`src/rtl/keystream_xor.sv`:
```
// keystream_xor: packs serial keystream bits LSB-first into a 2-byte FIFO and XORs it onto a byte stream
module keystream_xor (
  input  logic        clk,
  input  logic        rst,
  input  logic        ks_bit,
  input  logic        ks_valid,
  output logic        ks_req,
  input  logic [7:0]  din,
  input  logic        din_valid,
  output logic        din_ready,
  output logic [7:0]  dout,
  output logic        dout_valid,
  input  logic        dout_ready,
  output logic [15:0] byte_cnt,
  output logic        ks_overflow
);
  logic [7:0]  sr_q, sr_d;
  logic [2:0]  bitcnt_q, bitcnt_d;
  logic [7:0]  fifo0_q, fifo0_d, fifo1_q, fifo1_d;
  logic [1:0]  ks_count_q, ks_count_d;
  logic [7:0]  dout_q, dout_d;
  logic        dout_valid_q, dout_valid_d;
  logic [15:0] byte_cnt_q, byte_cnt_d;
  logic        ks_overflow_q, ks_overflow_d;
  logic        bit_acc, push, pop, wr_one;
  always_comb begin
    ks_req        = (ks_count_q < 2'd2) && !rst;
    din_ready     = (ks_count_q != 2'd0) && (!dout_valid_q || dout_ready);
    bit_acc       = ks_valid && ks_req;
    push          = bit_acc && (bitcnt_q == 3'd7);
    pop           = din_valid && din_ready;
    wr_one        = (ks_count_q == 2'd1) && !pop;
    sr_d          = bit_acc ? {ks_bit, sr_q[7:1]} : sr_q;
    bitcnt_d      = bit_acc ? bitcnt_q + 3'd1 : bitcnt_q;
    // pop shifts the older byte out first; a same-edge push lands behind whatever remains
    fifo0_d       = (push && !wr_one) ? sr_d : pop ? fifo1_q : fifo0_q;
    fifo1_d       = (push && wr_one) ? sr_d : pop ? 8'h00 : fifo1_q;
    ks_count_d    = ks_count_q + {1'b0, push} - {1'b0, pop};
    dout_d        = pop ? din ^ fifo0_q : dout_q;
    dout_valid_d  = pop || (dout_valid_q && !dout_ready);
    byte_cnt_d    = byte_cnt_q + {15'd0, pop};
    ks_overflow_d = ks_overflow_q || (ks_valid && !ks_req);
  end
  always_ff @(posedge clk or posedge rst) begin
    if (rst) begin
      sr_q          <= '0;
      bitcnt_q      <= '0;
      fifo0_q       <= '0;
      fifo1_q       <= '0;
      ks_count_q    <= '0;
      dout_q        <= '0;
      dout_valid_q  <= 1'b0;
      byte_cnt_q    <= '0;
      ks_overflow_q <= 1'b0;
    end else begin
      sr_q          <= sr_d;
      bitcnt_q      <= bitcnt_d;
      fifo0_q       <= fifo0_d;
      fifo1_q       <= fifo1_d;
      ks_count_q    <= ks_count_d;
      dout_q        <= dout_d;
      dout_valid_q  <= dout_valid_d;
      byte_cnt_q    <= byte_cnt_d;
      ks_overflow_q <= ks_overflow_d;
    end
  end
  assign dout        = dout_q;
  assign dout_valid  = dout_valid_q;
  assign byte_cnt    = byte_cnt_q;
  assign ks_overflow = ks_overflow_q;
endmodule

```
`config.mk`:
```
export PLATFORM = sky130hd
export DESIGN_NAME = keystream_xor
export DESIGN_NICKNAME = d
export VERILOG_FILES = /design/src/rtl/keystream_xor.sv
export SDC_FILE = /design/constraint.sdc
export NUM_CORES = 1
export LEC_CHECK = 0
export ABC_AREA = 1
export ABC_CLOCK_PERIOD_IN_PS = 2800
export CAP_MARGIN = 15
export CORE_UTILIZATION = 53
export DETAILED_ROUTE_END_ITERATION = 16
export HOLD_SLACK_MARGIN = 0.06
export MAX_ROUTING_LAYER = met4
export PLACE_DENSITY = 0.76
export SYNTH_ARGS = -nofsm -noshare
export SYNTH_HDL_FRONTEND = slang
export SYNTH_SLANG_ARGS = --single-unit
```
`constraint.sdc`:
```
create_clock -name clk -period 2.8 [get_ports clk]
set_input_delay 0.7 -clock clk [delete_from_list [all_inputs] [get_ports clk]]
set_output_delay 0.7 -clock clk [all_outputs]
set_load 0.01 [all_outputs]
```
==> out/metrics.yaml, run 1 <==
synthesis:
  ys_warn_count: 0
  syn_avg_cell_area_um2: 9.77
  syn-cell-area_mm2: 0.00264
  ys_types: 29
  synth_cells: 270
  synth_seq_cells: 55
  synth-seq-area-share_pct: 52.2
  syn-num-nets: 291
place:
  place.gp.congestion: 0.848
  dpl.hpwl_um: 3710
  placed_area_mm2: 0.00312
  port_buffers: 41
setup_path:
  ff2ff_path_depth: 11
  critPathArrivalTime_ns: 1.98
  startpoint: "dout_ready"
  path_max_fanout: 3
  crit_type: "input port to output pin"
  crit_required_ns: 2.10
  start_kind: "input port"
  cp-end-kind: "output pin"
  rr_startpoint: "ks_count_q[1]"
layout:
  syn2layout_area_growth_pct: 22.6
  nFillCells: 399
  num-nets-final: 337
  antenna_cells: 0
  stdcell_area_mm2: 0.00324
  fin_util_pct: 68.1
  drive_above_1_share_pct: 11.4
floorplan:
  die_w_um: 72.6
  start_util_pct: 55.5
  rows: 25
  die_y_um: 72.6
  die-area_mm2: 0.00526
  io_pins: 42
  core_mm2: 0.00475
clock_network:
  h-tree-depth: 2
  cts_tree: "yes"
  ctsResizeCount: 0
  cts_hold_buf: 0
  root_buffer: "clkbuf_8"
  cts_made_buffers: 5
  clock-sinks: 55
  worstSkewPairLatency_ns: 0.31
  cts_setup_buffers: 0
  clock_path_buffers: 2
  clk_pin_slew_worst_paths_ns: 0.10
global_route:
  grt_pass1_wl_um: 8480
  overflow: 0
  antenna_found_initial: 0
  grt_max_degree: 36
  grt_pass1_vias: 1819
  grtUsageTotal_pct: 21.9
pwr:
  combPwrFrac_pct: 34.5
  power_density_mw_per_mm2: 799
  clkPwrFrac_pct: 21.2
  seqPwrFrac_pct: 44.4
  ir_drop_mv: 0.444
  power.internal_mw: 1.70
  p_leak_nw: 1.50
  switching_share_pct: 34.4
  power_switching_uw: 889
routing:
  first_iter_violations: 90
  drc: 0
  post_drt_wl_per_cell_um: 13.1
  viasPerCell: 4.99
  vias: 1918
  drt-pass1-iter-count: 4
  postRouteAntennaNets: 0
  finalWirelength_um: 5040
sta:
  maxSlewHeadroom_pct: 62.3
  fin_setup_tns_ns: 0
  fin_crit_ns: 2.68
  max_clock_freq_ghz: 0.373
  timing.final.max_slew_violations: 0
  rsz0062_at_grt: "false"
  tightest_slew_ns: 0.565
  min_period_over_period_pct: 95.8
  hold_viol: 0
  fin_worst_skew_ns: 0.0125
  setup_viol: 0
status:
  outcome: "finished clean"
run:
  cap_violations: 0
worst_hold_path:
  whs_path_depth: 1
  hold_start: "ks_overflow"
  hp-class: "register to register"
## stage by stage
step / std cells / power (mW) / hold WS [ns] / setup WS (ns)
3_5_place_dp: 376 / 2.06 / 0.465 / 0.0533
2_1_floorplan: 270 / 1.69 / 0.453 / 0.497
5_1_grt: 384 / 2.74 / 0.522 / 0.0647
3_3_place_gp: 376 / 2.03 / 0.463 / 0.135
4_1_cts: 384 / 2.61 / 0.492 / 0.111
6_report: 384 / 2.59 / 0.489 / 0.118
## per-layer routing
layer | track usage [%] | routed length [µm] | up-vias
met5 | - | 0 | -
met2 | 33.3 | 2390 | 39
met4 | 5.88 | 57 | 0
met1 | 29.6 | 2400 | 913
met3 | 5.14 | 192 | 7
li1 | - | - | 959
## critical path, stage by stage
cell and delay [ns]:
clkdlybuf4s50_1 0.46, inv_1 0.04, nand2_1 0.12, and2_1 0.14
clkdlybuf4s50_1 0.52
## Yosys cell counts, drive strengths merged
cell | n | area, µm²
nand3 | 32 | 198
dfrtp | 55 | 1380
nor3b | 1 | 12.5
nor2 | 23 | 123
xnor2 | 14 | 123
mux2 | 2 | 22.5
nand2 | 65 | 279
o21bai | 1 | 7.51
o211ai | 8 | 60.1
nand4 | 2 | 12.5
o21ai | 17 | 88.8
and2 | 1 | 6.26
buf | 7 | 65.1
nor3 | 1 | 5.00
xor2 | 9 | 78.8
ha | 7 | 87.6
inv | 25 | 93.8
## placed cells by master, fill, tap and decap left out, types with 3 or more instances in the layout
cell             netlist  layout
nand3_2                5       5
buf_4                  2       4
inv_2                  2       3
nand2_1               62      62
dfrtp_1               55      55
ha_1                   7       7
nor2_2                 5       5
clkdlybuf4s50_1        0      41
xnor2_1               14      14
nand3_1               26      26
o21ai_0               14      14
inv_1                 23      22
nor2_1                16      16
xor2_1                 9       9
clkbuf_8               0       6
o211ai_1               8       8
## state kept, by name (all words and copies together), names as in the netlist
register     cells
byte_cnt        16
ks_overflow      1
bitcnt_q         3
dout_valid       1
sr_q             8
dout             8
ks_count_q       2
fifo0_q          8
fifo1_q          8
## power by group through the flow
stage / clock (mW) / combinational, mW / sequential (mW)
after floorplan: 0 / 0.505 / 1.19
after global placement: 0 / 0.873 / 1.15
after detailed placement: 0 / 0.899 / 1.16
after CTS: 0.553 / 0.903 / 1.15
after global routing: 0.588 / 0.986 / 1.17
final: 0.548 / 0.891 / 1.15
## path summary, 6_finish.rpt
path	to	slack (ns)
setup / recovery	din_ready	0.12
hold / removal	ks_overflow	0.49
setup reg to reg	byte_cnt[14]	0.80
hold reg to reg	ks_overflow	0.49
max in group asynchronous	fifo0_q[6]	1.41
min in group asynchronous	sr_q[0]	0.83
## area by class of cell
type	instances	area [µm²]	share of cell area, %
Sequential cell	55	1380	42.5
Multi-Input combinational cell	183	1100	34.1
Timing Repair Buffer	46	460	14.2
Inverter	25	93.8	2.90
Tap cell	67	83.8	2.59
Clock buffer	6	82.6	2.55
Clock inverter	2	35.0	1.08
## cells by family after synthesis
logic type / count (synthesis) / synth area share [%]
simple gates: 125 / 24.1
flops: 55 / 52.2
buf+inv: 32 / 6.02
compound gates: 26 / 5.93
xor+xnor: 23 / 7.63
fa+ha+maj: 7 / 3.32
mux: 2 / 0.853
Power figures use the tool's default switching activity.
==> run 2, diff against run 1 <==
--- a/config.mk
+++ b/config.mk
@@ -12,7 +12,8 @@
 export DETAILED_ROUTE_END_ITERATION = 16
 export HOLD_SLACK_MARGIN = 0.06
 export MAX_ROUTING_LAYER = met4
-export PLACE_DENSITY = 0.76
+export PLACE_DENSITY_LB_ADDON = 0.2
+export SKIP_CTS_REPAIR_TIMING = 1
 export SYNTH_ARGS = -nofsm -noshare
 export SYNTH_HDL_FRONTEND = slang
 export SYNTH_SLANG_ARGS = --single-unit
==> run 2 against run 1 <==
  * Clock power shrank 23%
  * Worst hold slack worse by 0.0018 ns
  * Final area decreased by 1.3%
  * Die area unchanged
  * Critical endpoint unchanged
==> out/metrics.yaml, run 2 (synthesized netlist as in run 1, its figures left out) <==
layout:
  num-nets-final: 338  # +0.30%
  stdcell_area_mm2: 0.00319  # -1.3%
  largest_reg_flops: 16  # unchanged
  syn2layout_area_growth_pct: 21.1
  final_cell_mix: "62 x nand2_1, 55 x dfrtp_1, 41 x clkdlybuf4s50_1, 26 x nand3_1, 22 x inv_1"
  layout_commonest_cell: "nand2_1"
  drive_above_1_share_pct: 11.0  # -0.35 points
  antenna_cells: 0  # unchanged
place:
  placed_area_mm2: 0.00311  # -0.16%
  port_buffers: 41  # unchanged
  dpl.hpwl_um: 3610  # -2.6%
  place.gp.congestion: 0.807  # -4.9%
pwr:
  power_switching_uw: 870  # -2.2%
  ir_drop_mv: 0.425  # -4.3%
  switching_share_pct: 35.4  # +1.1 points
  power.internal_mw: 1.58  # -6.7%
  seqPwrFrac_pct: 46.6  # +2.2 points
  p_leak_nw: 1.48  # -1.2%
  power_density_mw_per_mm2: 768  # -3.9%
  combPwrFrac_pct: 36.3  # +1.8 points
  clkPwrFrac_pct: 17.1  # -4.1 points
sta:
  fin_worst_skew_ns: 0.0122  # -0.000310 ns
  fin_setup_tns_ns: 0  # unchanged
  whs_ns: 0.488  # -0.00183 ns
  timing.final.max_slew_violations: 0  # unchanged
  max_clock_freq_ghz: 0.375  # +0.49%
  hold_viol: 0  # unchanged
  fin_crit_ns: 2.67  # -0.0131 ns
  setup_viol: 0  # unchanged
  min_period_over_period_pct: 95.3  # -0.47 points
  maxSlewHeadroom_pct: 63.7  # +1.4 points
  rsz0062_at_grt: "false"
  tightest_slew_ns: 0.544  # -0.0217 ns
clock_network:
  clock-sinks: 55  # unchanged
  worstSkewPairLatency_ns: 0.30  # about the same
  clock_path_buffers: 2  # unchanged
  cts_tree: "yes"
  root_buffer: "clkbuf_8"
  cts_made_buffers: 5  # unchanged
  h-tree-depth: 2  # unchanged
  clk_pin_slew_worst_paths_ns: 0.08  # -0.02 ns
floorplan:
  start_util_pct: 55.5  # unchanged
  core_mm2: 0.00475  # unchanged
  die_w_um: 72.6  # unchanged
  io_pins: 42  # unchanged
  rows: 25  # unchanged
  die_y_um: 72.6  # unchanged
  die-area_mm2: 0.00526  # unchanged
setup_path:
  cpMaxStageDelayCell: "clkdlybuf4s50_1"
  cp-end-kind: "output pin"
  critPathArrivalTime_ns: 1.97  # about the same
  start_kind: "input port"
  critPathMaxStageDelay_ns: 0.52  # about the same
  cp_cell_sequence: "clkdlybuf4s50_1, inv_1, nand2_1, and2_1, clkdlybuf4s50_1"
  crit_required_ns: 2.10  # about the same
  rrSetupSlack_ns: 0.80  # about the same
  crit_path_frequent_cell: "clkdlybuf4s50_1"
  crit_type: "input port to output pin"
  path_max_fanout: 3  # unchanged
routing:
  vias: 1907  # -0.57%
  post_drt_wl_per_cell_um: 12.8  # -2.5%
  first_iter_violations: 124  # +38%
  viasPerCell: 4.95  # -0.83%
  drc: 0  # unchanged
  drt-pass1-iter-count: 4  # unchanged
  postRouteAntennaNets: 0  # unchanged
  finalWirelength_um: 4930  # -2.2%
global_route:
  overflow: 0  # unchanged
  grt_pass1_vias: 1791  # -1.5%
  grt_pass1_wl_um: 8420  # -0.73%
  grt_max_degree: 36  # unchanged
  grtUsageTotal_pct: 21.7  # -0.23 points
  antenna_found_initial: 0  # unchanged
status:
  outcome: "finished clean"
run:
  cap_violations: 0  # unchanged
worst_hold_path:
  hp-class: "register to register"
[run 2: cell count changes in the layout (fill, tap and decap cells not counted), sizes merged]
cell / change
buf: +1
bufinv: -1
clkbuf: +1
[run 2: area by class of cell]
type	instances	area (µm²)
Timing Repair Buffer	47	455
Tap cell	67	83.8
Fill cell	411	1560
Clock buffer	7	76.3
Clock inverter	1	5.00
Sequential cell	55	1380
Multi-Input combinational cell	183	1100
Inverter	25	93.8
[run 2: through the flow]
| step | utilization [%] | instances | setup WS (ns) | total power [mW] |
|---|---|---|---|---|
| 2_1_floorplan | - | 270 | 0.497 | 1.69 |
| 3_3_place_gp | 65.5 | 377 | 0.138 | 2.03 |
| 3_5_place_dp | 65.5 | 377 | 0.0720 | 2.06 |
| 4_1_cts | 67.2 | 385 | 0.119 | 2.48 |
| 5_1_grt | 67.2 | 385 | 0.0565 | 2.62 |
| 6_report | 67.2 | 385 | 0.131 | 2.45 |
[run 2: per-layer routing]
layer	track usage (%)	vias to the layer above	part of all wire [%]
met4	6.75	0	1.6
met2	30.7	37	45
met1	30.8	898	50
met3	5.14	8	3.6
li1	-	964	-
met5	-	-	0
[run 2: path summary, 6_finish.rpt]
kind                                     from      endpoint  cells after the start
worst max-delay path               dout_ready     din_ready                      5
worst min-delay path              ks_overflow   ks_overflow                      1
worst max register to register  ks_count_q[1]  byte_cnt[14]                     11
worst min register to register    ks_overflow   ks_overflow                      1
max in group asynchronous                 rst       sr_q[1]                      3
min in group asynchronous                 rst   byte_cnt[4]                      2
[run 2: power groups by stage]
stage | Combinational (mW) | Clock, mW | Sequential (mW)
after CTS | 0.905 | 0.428 | 1.14
after detailed placement | 0.898 | 0 | 1.16
final | 0.891 | 0.420 | 1.14
after global placement | 0.878 | 0 | 1.15
after global routing | 0.991 | 0.460 | 1.17
after floorplan | 0.505 | 0 | 1.19
[run 2: worst max-delay path, delay by kind of cell]
family / cells / cell delay [ns]
buffers and inverters: 3 / 1.01
AND/OR/NAND/NOR: 2 / 0.26
==> run 3, diff against run 2 <==
--- a/config.mk
+++ b/config.mk
@@ -9,8 +9,9 @@
 export ABC_CLOCK_PERIOD_IN_PS = 2800
 export CAP_MARGIN = 15
 export CORE_UTILIZATION = 53
+export CTS_BUF_LIST = sky130_fd_sc_hd__clkbuf_16
 export DETAILED_ROUTE_END_ITERATION = 16
-export HOLD_SLACK_MARGIN = 0.06
+export HOLD_SLACK_MARGIN = 0.15
 export MAX_ROUTING_LAYER = met4
 export PLACE_DENSITY_LB_ADDON = 0.2
 export SKIP_CTS_REPAIR_TIMING = 1
==> run 3 against run 2 <==
  * Die area stayed put
  * Sequential power hardly changed
  * Combinational power about the same
  * Final area up 1.8%
  * Global-route usage is the same
  * Sequential share of layout area fell by 0.75 points
  * Clock skew fell by 0.0051 ns
==> out/metrics.yaml, run 3 (synthesized netlist as in run 1, its figures left out) <==
floorplan:
  start_util_pct: 55.5  # unchanged
  io_pins: 42  # unchanged
  core_mm2: 0.00475  # unchanged
  die-area_mm2: 0.00526  # unchanged
  die_y_um: 72.6  # unchanged
  rows: 25  # unchanged
  die_w_um: 72.6  # unchanged
pwr:
  power.internal_mw: 1.73  # +9.4%
  total_power_mw: 2.62  # +6.8%
  p_leak_nw: 1.52  # +2.3%
  clkPwrFrac_pct: 22.4  # +5.3 points
  power_density_mw_per_mm2: 806  # +5.0%
  combPwrFrac_pct: 34.0  # -2.3 points
  seqPwrFrac_pct: 43.6  # -3.0 points
  power_switching_uw: 888  # +2.1%
  switching_share_pct: 33.9  # -1.6 points
  ir_drop_mv: 0.502  # +18%
global_route:
  use_met2_pct: 31.4  # +0.62 points
  gr-usage-met1_pct: 29.8  # -1.0 points
  grtUsageMet3_pct: 3.61  # -1.5 points
  grtUsageTotal_pct: 21.7  # unchanged
  grt_max_degree: 36  # unchanged
  overflow: 0  # unchanged
  antenna_found_initial: 0  # unchanged
  busiest_layer: "met2"
  grt_pass1_wl_um: 8400  # -0.17%
  grt_pass1_vias: 1835  # +2.5%
status:
  outcome: "finished clean"
setup_path:
  path_max_fanout: 3  # unchanged
  crit_required_ns: 2.10  # about the same
  start_kind: "input port"
  critPathArrivalTime_ns: 1.97  # about the same
  rrSetupSlack_ns: 0.82  # +0.02 ns
  crit_type: "input port to output pin"
  cp-end-kind: "output pin"
layout:
  syn2layout_area_growth_pct: 23.2
  layout_commonest_cell: "nand2_1"
  drive_above_1_share_pct: 11.0  # unchanged
  final_cell_mix: "62 x nand2_1, 55 x dfrtp_1, 41 x clkdlybuf4s50_1, 26 x nand3_1, 24 x inv_1"
  final_cells: 385  # unchanged
  fin_util_pct: 68.4  # +1.2 points
  largest_reg_flops: 16  # unchanged
  antenna_cells: 0  # unchanged
  num-nets-final: 338  # unchanged
routing:
  first_iter_violations: 131  # +5.6%
  drc: 0  # unchanged
  post_drt_wl_per_cell_um: 12.7  # -0.47%
  finalWirelength_um: 4910  # -0.47%
  viasPerCell: 4.97  # +0.26%
  vias: 1912  # +0.26%
  drt-pass1-iter-count: 4  # unchanged
  postRouteAntennaNets: 0  # unchanged
clock_network:
  root_buffer: "clkbuf_16"
  clock_path_buffers: 2  # unchanged
  worstSkewPairLatency_ns: 0.29  # about the same
  h-tree-depth: 2  # unchanged
  cts_made_buffers: 5  # unchanged
  clk_pin_slew_worst_paths_ns: 0.06  # -0.02 ns
  clock-sinks: 55  # unchanged
  cts_tree: "yes"
place:
  dpl.hpwl_um: 3610  # unchanged
  place_ws_ns: 0.0720  # unchanged
  dp.cells: 377  # unchanged
  port_buffers: 41  # unchanged
  place.gp.congestion: 0.807  # unchanged
worst_hold_path:
  hp-class: "register to register"
sta:
  max_clock_freq_ghz: 0.374  # -0.13%
  fin_ws_ns: 0.128  # -0.00334 ns
  min_period_over_period_pct: 95.4  # +0.12 points
  fin_worst_skew_ns: 0.00707  # -0.00508 ns
  hold_viol: 0  # unchanged
  fin_crit_ns: 2.67  # +0.00334 ns
  rsz0062_at_grt: "false"
  tightest_slew_ns: 0.537  # -0.00646 ns
  maxSlewHeadroom_pct: 64.1  # +0.43 points
  setup_viol: 0  # unchanged
  fin_setup_tns_ns: 0  # unchanged
  timing.final.max_slew_violations: 0  # unchanged
run:
  cap_violations: 0  # unchanged
==> run 3: cell types whose count changed in the layout (fill, tap and decap cells not counted), sizes merged <==
cell    previous run  this run
inv               25        27
clkbuf             7         5
==> run 3: routing by layer <==
layer  up-vias  share of wire [%]
li1        969                  -
met1       892                 49
met2        42                 45
met3         9                3.5
met4         0                2.1
met5         -                  0
==> run 3: final cells by class <==
cell class	instances	area (µm²)
clock inverters	3	12.5
well taps	67	83.8
inverters	25	93.8
flip-flops and latches	55	1380
fillers	402	1500
repair buffers	47	455
multi-input cells	183	1100
clock buffers	5	125
==> run 3: path summary, 6_finish.rpt <==
| check | start | endpoint | cells past startpoint |
|---|---|---|---|
| max reg2reg | ks_count_q[1] | byte_cnt[14] | 11 |
| min | ks_overflow | ks_overflow | 1 |
| min reg2reg | ks_overflow | ks_overflow | 1 |
| max | dout_ready | din_ready | 5 |
| min in group asynchronous | rst | byte_cnt[4] | 2 |
| max in group asynchronous | rst | sr_q[1] | 3 |
==> run 3: through the flow <==
step	instance area, µm²	hold slack [ns]
final	3250	0.483
after global routing	3250	0.503
after CTS	3250	0.490
after detailed placement	3110	0.470
after global placement	3110	0.466
after floorplan	2640	0.453
==> run 3: critical path, cell delays in order <==
cell             delay (ns)
clkdlybuf4s50_1        0.45
inv_1                  0.04
nand2_1                0.12
and2_1                 0.14
clkdlybuf4s50_1        0.52
==> run 3: power groups by stage <==
| stage | Combinational (mW) | Sequential, mW | Clock [mW] |
|---|---|---|---|
| finish | 0.892 | 1.14 | 0.587 |
| global route | 0.990 | 1.17 | 0.625 |
| CTS | 0.904 | 1.14 | 0.599 |
| detailed placement | 0.898 | 1.16 | 0 |
| global placement | 0.878 | 1.15 | 0 |
| floorplan | 0.505 | 1.19 | 0 |
==> RTL edit 1, RTL diff (settings of run 2) <==
Register the output `byte_cnt` once more, with the module's reset; this adds one clock of latency there. The other outputs are not delayed to match.
--- a/src/rtl/keystream_xor.sv
+++ b/src/rtl/keystream_xor.sv
@@ -66,7 +66,13 @@
   end
   assign dout        = dout_q;
   assign dout_valid  = dout_valid_q;
-  assign byte_cnt    = byte_cnt_q;
+  always_ff @(posedge clk or posedge rst) begin
+    if (rst) begin
+      byte_cnt <= '0;
+    end else begin
+      byte_cnt <= byte_cnt_q;
+    end
+  end
   assign ks_overflow = ks_overflow_q;
 endmodule
 
Behaviour: not the same (a bounded check fails within 10 cycles, from zero or initial values and one cycle with rst high).
==> RTL edit 1 against run 2 <==
Wire length up 14%; power up 36%; final area up 18%; synthesized area up 15%; clock skew down 5.1 ps; setup slack better by 90 ps; sequential share of layout area up 4.2 points; sequential cell count up 16; critical path depth down 1; critical endpoint unchanged; highest routed layer unchanged.
==> RTL edit 1: results (changes against run 2) <==
- Post-synthesis mux area share: 0.991% (was 0.853%)
- CTS Buf Count: 9 (was 5)
- Layout fillers: 410 (was 411)
- VDD IR max: 0.686 mV (was 0.425 mV)
- Detailed-route wire length: 5630 um (was 4930 um)
- Clock Skew: 7.08 ps (was 12.2 ps)
- Worst stage delay on the critical path: 550 ps (was 520 ps)
- RePlAce Congestion: 0.799 (was 0.807)
- Synth Area in Adders: 2.89% (was 3.32%)
- CP arrival: 1880 ps (was 1970 ps)
- Min Hold Slack: 416 ps (was 488 ps)
- Min-delay src: byte_cnt_q[12] (was ks_overflow)
- Share of cells above drive strength 1: 14.7% (was 11.0%)
- H-tree Lvls: 3 (was 2)
- FF-to-FF End: byte_cnt_q[14] (was byte_cnt[14])
- Status: complete, no violations (unchanged)
- First-pass GRT wire length: 9710 um (was 8420 um)
- Post-synthesis sequential area ratio: 58.7% (was 52.2%)
- Vias in the first global route: 2025 (was 1791)
- Xor/xnor share of the synthesized area: 6.65% (was 7.63%)
- Post-synth top cells: dfrtp_1, nand2_1, nand3_1 (was nand2_1, dfrtp_1, nand3_1)
- HPWL after DPL: 3800 um (was 3610 um)
- Inst Count DP: 389 (was 377)
- DR WL/cell: 13.9 um (was 12.8 um)
- Compound-gate portion of the synthesized area: 6.36% (was 5.93%)
- Vias per inst: 5.11 (was 4.95)
- First DRT Iteration DRCs: 136 (was 124)
- Reg2reg setup slack: 730 ps (was 800 ps)
- Cell variety after synth: 26 (was 29)
[RTL edit 1: changes by cell type in the layout (fill, tap and decap cells not counted), moves of 6 or more]
cell,change
dfrtp_1,+16
nand2_2,+7
nand3_1,+12
o21ai_0,-6
inv_1,-9
nand2_1,-8
[RTL edit 1: final cells by class]
type | count | area, um^2 | share of cell area [%]
clock inverters | 6 | 108 | 2.87
multi-input cells | 181 | 1120 | 29.7
well taps | 72 | 90.1 | 2.40
inverters | 17 | 63.8 | 1.70
clock buffers | 10 | 138 | 3.67
repair buffers | 48 | 463 | 12.3
flip-flops and latches | 71 | 1780 | 47.3
[RTL edit 1: where the power goes]
| group | switching [mW] | total [mW] | internal [mW] |
|---|---|---|---|
| Clock | 0.384 | 0.996 | 0.613 |
| Combinational | 0.500 | 0.921 | 0.422 |
| Sequential | 0.165 | 1.42 | 1.26 |
[RTL edit 1: worst register-to-register path: cells and delay by family (launching register included)]
family	cells	cell delay (ps)
adders and majority gates	2	370
xor gates and xnor gates	1	160
DFF	1	530
buffers and inverters	2	160
and+or+nand+nor	6	780
[RTL edit 1: layer usage]
| metal | global-route usage [%] | up-vias | share of wire (%) |
|---|---|---|---|
| met1 | 31.0 | 992 | 50 |
| met3 | 3.76 | 13 | 3.2 |
| met4 | 12.1 | 0 | 2.8 |
| met5 | - | - | 0 |
| met2 | 30.7 | 45 | 44 |
| li1 | - | 1019 | - |
[RTL edit 1: how the worst max path moves through the flow]
stage                      to  depth (start not counted)
6_report            din_ready                          4
5_1_grt             din_ready                          4
4_1_cts             din_ready                          4
3_5_place_dp   byte_cnt_q[14]                         12
3_3_place_gp   byte_cnt_q[14]                         12
2_1_floorplan     bitcnt_q[0]                          1
[RTL edit 1: cell families after synthesis]
| family | count (synthesis) |
|---|---|
| AND/OR/NAND/NOR | 123 |
| flip-flops | 71 |
| AO/OA/AOI/OAI | 26 |
| buffers and inverters | 25 |
| XOR/XNOR | 23 |
| adder cells (fa/ha/maj) | 7 |
| multiplexers | 2 |
[RTL edit 1: stage by stage]
step / setup WS [ps] / instance area, um^2
CTS: 211 / 3750
global placement: 179 / 3510
floorplan: 303 / 3030
global route: 135 / 3750
finish: 220 / 3750
detailed placement: 68.4 / 3510
==> RTL edit 2, RTL diff (config.mk and constraints of run 2) <==
Made on the original files. `dout_q` no longer has a reset.
--- a/src/rtl/keystream_xor.sv
+++ b/src/rtl/keystream_xor.sv
@@ -48,7 +48,6 @@
       fifo0_q       <= '0;
       fifo1_q       <= '0;
       ks_count_q    <= '0;
-      dout_q        <= '0;
       dout_valid_q  <= 1'b0;
       byte_cnt_q    <= '0;
       ks_overflow_q <= 1'b0;
@@ -58,11 +57,14 @@
       fifo0_q       <= fifo0_d;
       fifo1_q       <= fifo1_d;
       ks_count_q    <= ks_count_d;
-      dout_q        <= dout_d;
       dout_valid_q  <= dout_valid_d;
       byte_cnt_q    <= byte_cnt_d;
       ks_overflow_q <= ks_overflow_d;
     end
+  end
+
+  always_ff @(posedge clk) begin
+    dout_q <= dout_d;
   end
   assign dout        = dout_q;
   assign dout_valid  = dout_valid_q;
Function: differs if rst is asserted again (counterexample within 10 cycles, from zero or initial values and one cycle with rst high); with rst held inactive, the same outputs for 10 cycles.
==> RTL edit 2 against run 2 <==
The run now ends with DRC left; sequential cell count unchanged; count of clock-buffer cells in the layout down 1; synthesized area down 4.6%; final area down 2.2%; setup slack better by 86 ps; via count down 2.3%; power down 3.0%; wire length down 3.6%; critical path type unchanged; critical endpoint unchanged; largest cell class unchanged.
==> RTL edit 2: results (changes against run 2) <==
- Worst stage delay on the critical path: 550 ps (was 520 ps)
- Static leakage: 1.47 nW (was 1.48 nW)
- Global-route usage over all layers: 21.5% (was 21.7%)
- Signal inverters: 19 (was 25)
- Multi-input gates: 164 (was 183)
- Layout fillers: 341 (was 411)
- VDD IR max: 0.549 mV (was 0.425 mV)
- Syn Area/Cell: 10.3 um^2 (was 9.77 um^2)
- Clock-cell share: 3.53% (was 2.55%)
- Failing checks: DRC
- Clock Skew: 6.88 ps (was 12.2 ps)
- Inst Count DP: 337 (was 377)
- Status: complete, but fails checks (was complete, no violations)
- Seq cells: 55 (unchanged)
- Nets@finish: 313 (was 338)
- First DRT Iteration DRCs: 142 (was 124)
- CP arrival: 1880 ps (was 1970 ps)
- Metal1 wirelength: 2290 um (was 2440 um)
- Fraction of area in multi-input gates: 31.8% (was 34.5%)
- DR WL met2: 2180 um (was 2230 um)
- Grt met3 use: 3.56% (was 5.14%)
- CTS Buf Count: 5 (unchanged)
- Antenna viol nets, final: 0 (unchanged)
- Crit-path max FO: 2 (was 3)
- Warnings, synthesis: 0 (unchanged)
- Number of synthesized flops with an enable pin: 8 (was 0)
- Buffer share of cell area: 15.0% (was 14.3%)
- RePlAce Congestion: 0.790 (was 0.807)
- Detailed-route wire length: 4750 um (was 4930 um)
- Dominant cells by area after synthesis: dfrtp_1, edfxtp_1, nand2_1 (was dfrtp_1, nand2_1, nand3_1)
- Cell variety after synth: 27 (was 29)
- Clock buf count: 6 (was 7)
- Residual DRC count: 2 (was 0)
- Syn nets: 265 (was 291)
- HPWL after DPL: 3500 um (was 3610 um)
- Pre-CTS setup slack: 219 ps (was 72.0 ps)
- GR Util met1: 29.5% (was 30.8%)
- Share of cells above drive strength 1: 9.56% (was 11.0%)
- Post-synth top cells: nand2_1, dfrtp_1, nand3_1 (unchanged)
- Area post-placement: 0.00301 mm^2 (was 0.00311 mm^2)
- Post-synthesis sequential area ratio: 56.3% (was 52.2%)
- First-pass GRT wire length: 8090 um (was 8420 um)
- Most used flip-flop cell after synthesis: dfrtp_1 (unchanged)
- Signal buffers: 47 (unchanged)
- Vias per inst: 5.40 (was 4.95)
- Met3 WL post-DR: 167 um (was 177 um)
- FF/Latch Area: 0.00142 mm^2 (was 0.00138 mm^2)
- Async set-reset flop share out of synthesis: 85.5% (was 100%)
- Rel. slew slack: 66.1% (was 63.7%)
- PwrDens: 762 mW/mm^2 (was 768 mW/mm^2)
- Fin cells: 345 (was 385)
- Grt met2 use: 31.9% (was 30.7%)
- Vias in the first global route: 1771 (was 1791)
- Die W: 70.9 um (was 72.6 um)
- Initial antenna violation count: 0 (unchanged)
- DRT Pass-1 Iters: 10 (was 4)
## RTL edit 2: power by group
group          total (mW)  switching, mW  internal [mW]
sequential           1.12          0.125          0.992
combinational       0.741          0.425          0.316
clock               0.522          0.255          0.267
total                2.38          0.806           1.57
## RTL edit 2: path summary, 6_finish.rpt
check                         startpoint           end  slack (ps)  depth (start not counted)
setup / recovery              dout_ready     din_ready         220                          4
hold / removal               bitcnt_q[0]   bitcnt_q[0]         490                          1
setup reg to reg           ks_count_q[1]  byte_cnt[14]         990                         11
hold reg to reg              bitcnt_q[0]   bitcnt_q[0]         490                          1
max in group asynchronous            rst       sr_q[4]        1560                          3
min in group asynchronous            rst    dout_valid         740                          2
## RTL edit 2: logic make-up after synthesis
group	after synthesis	synth area share, %
and+or+nand+nor	116	22.5
DFF	55	56.3
buffers and inverters	25	4.32
xor gates and xnor gates	21	7.31
AOI/OAI and AO/OA	18	5.27
adders and majority gates	7	3.48
muxes	2	0.895
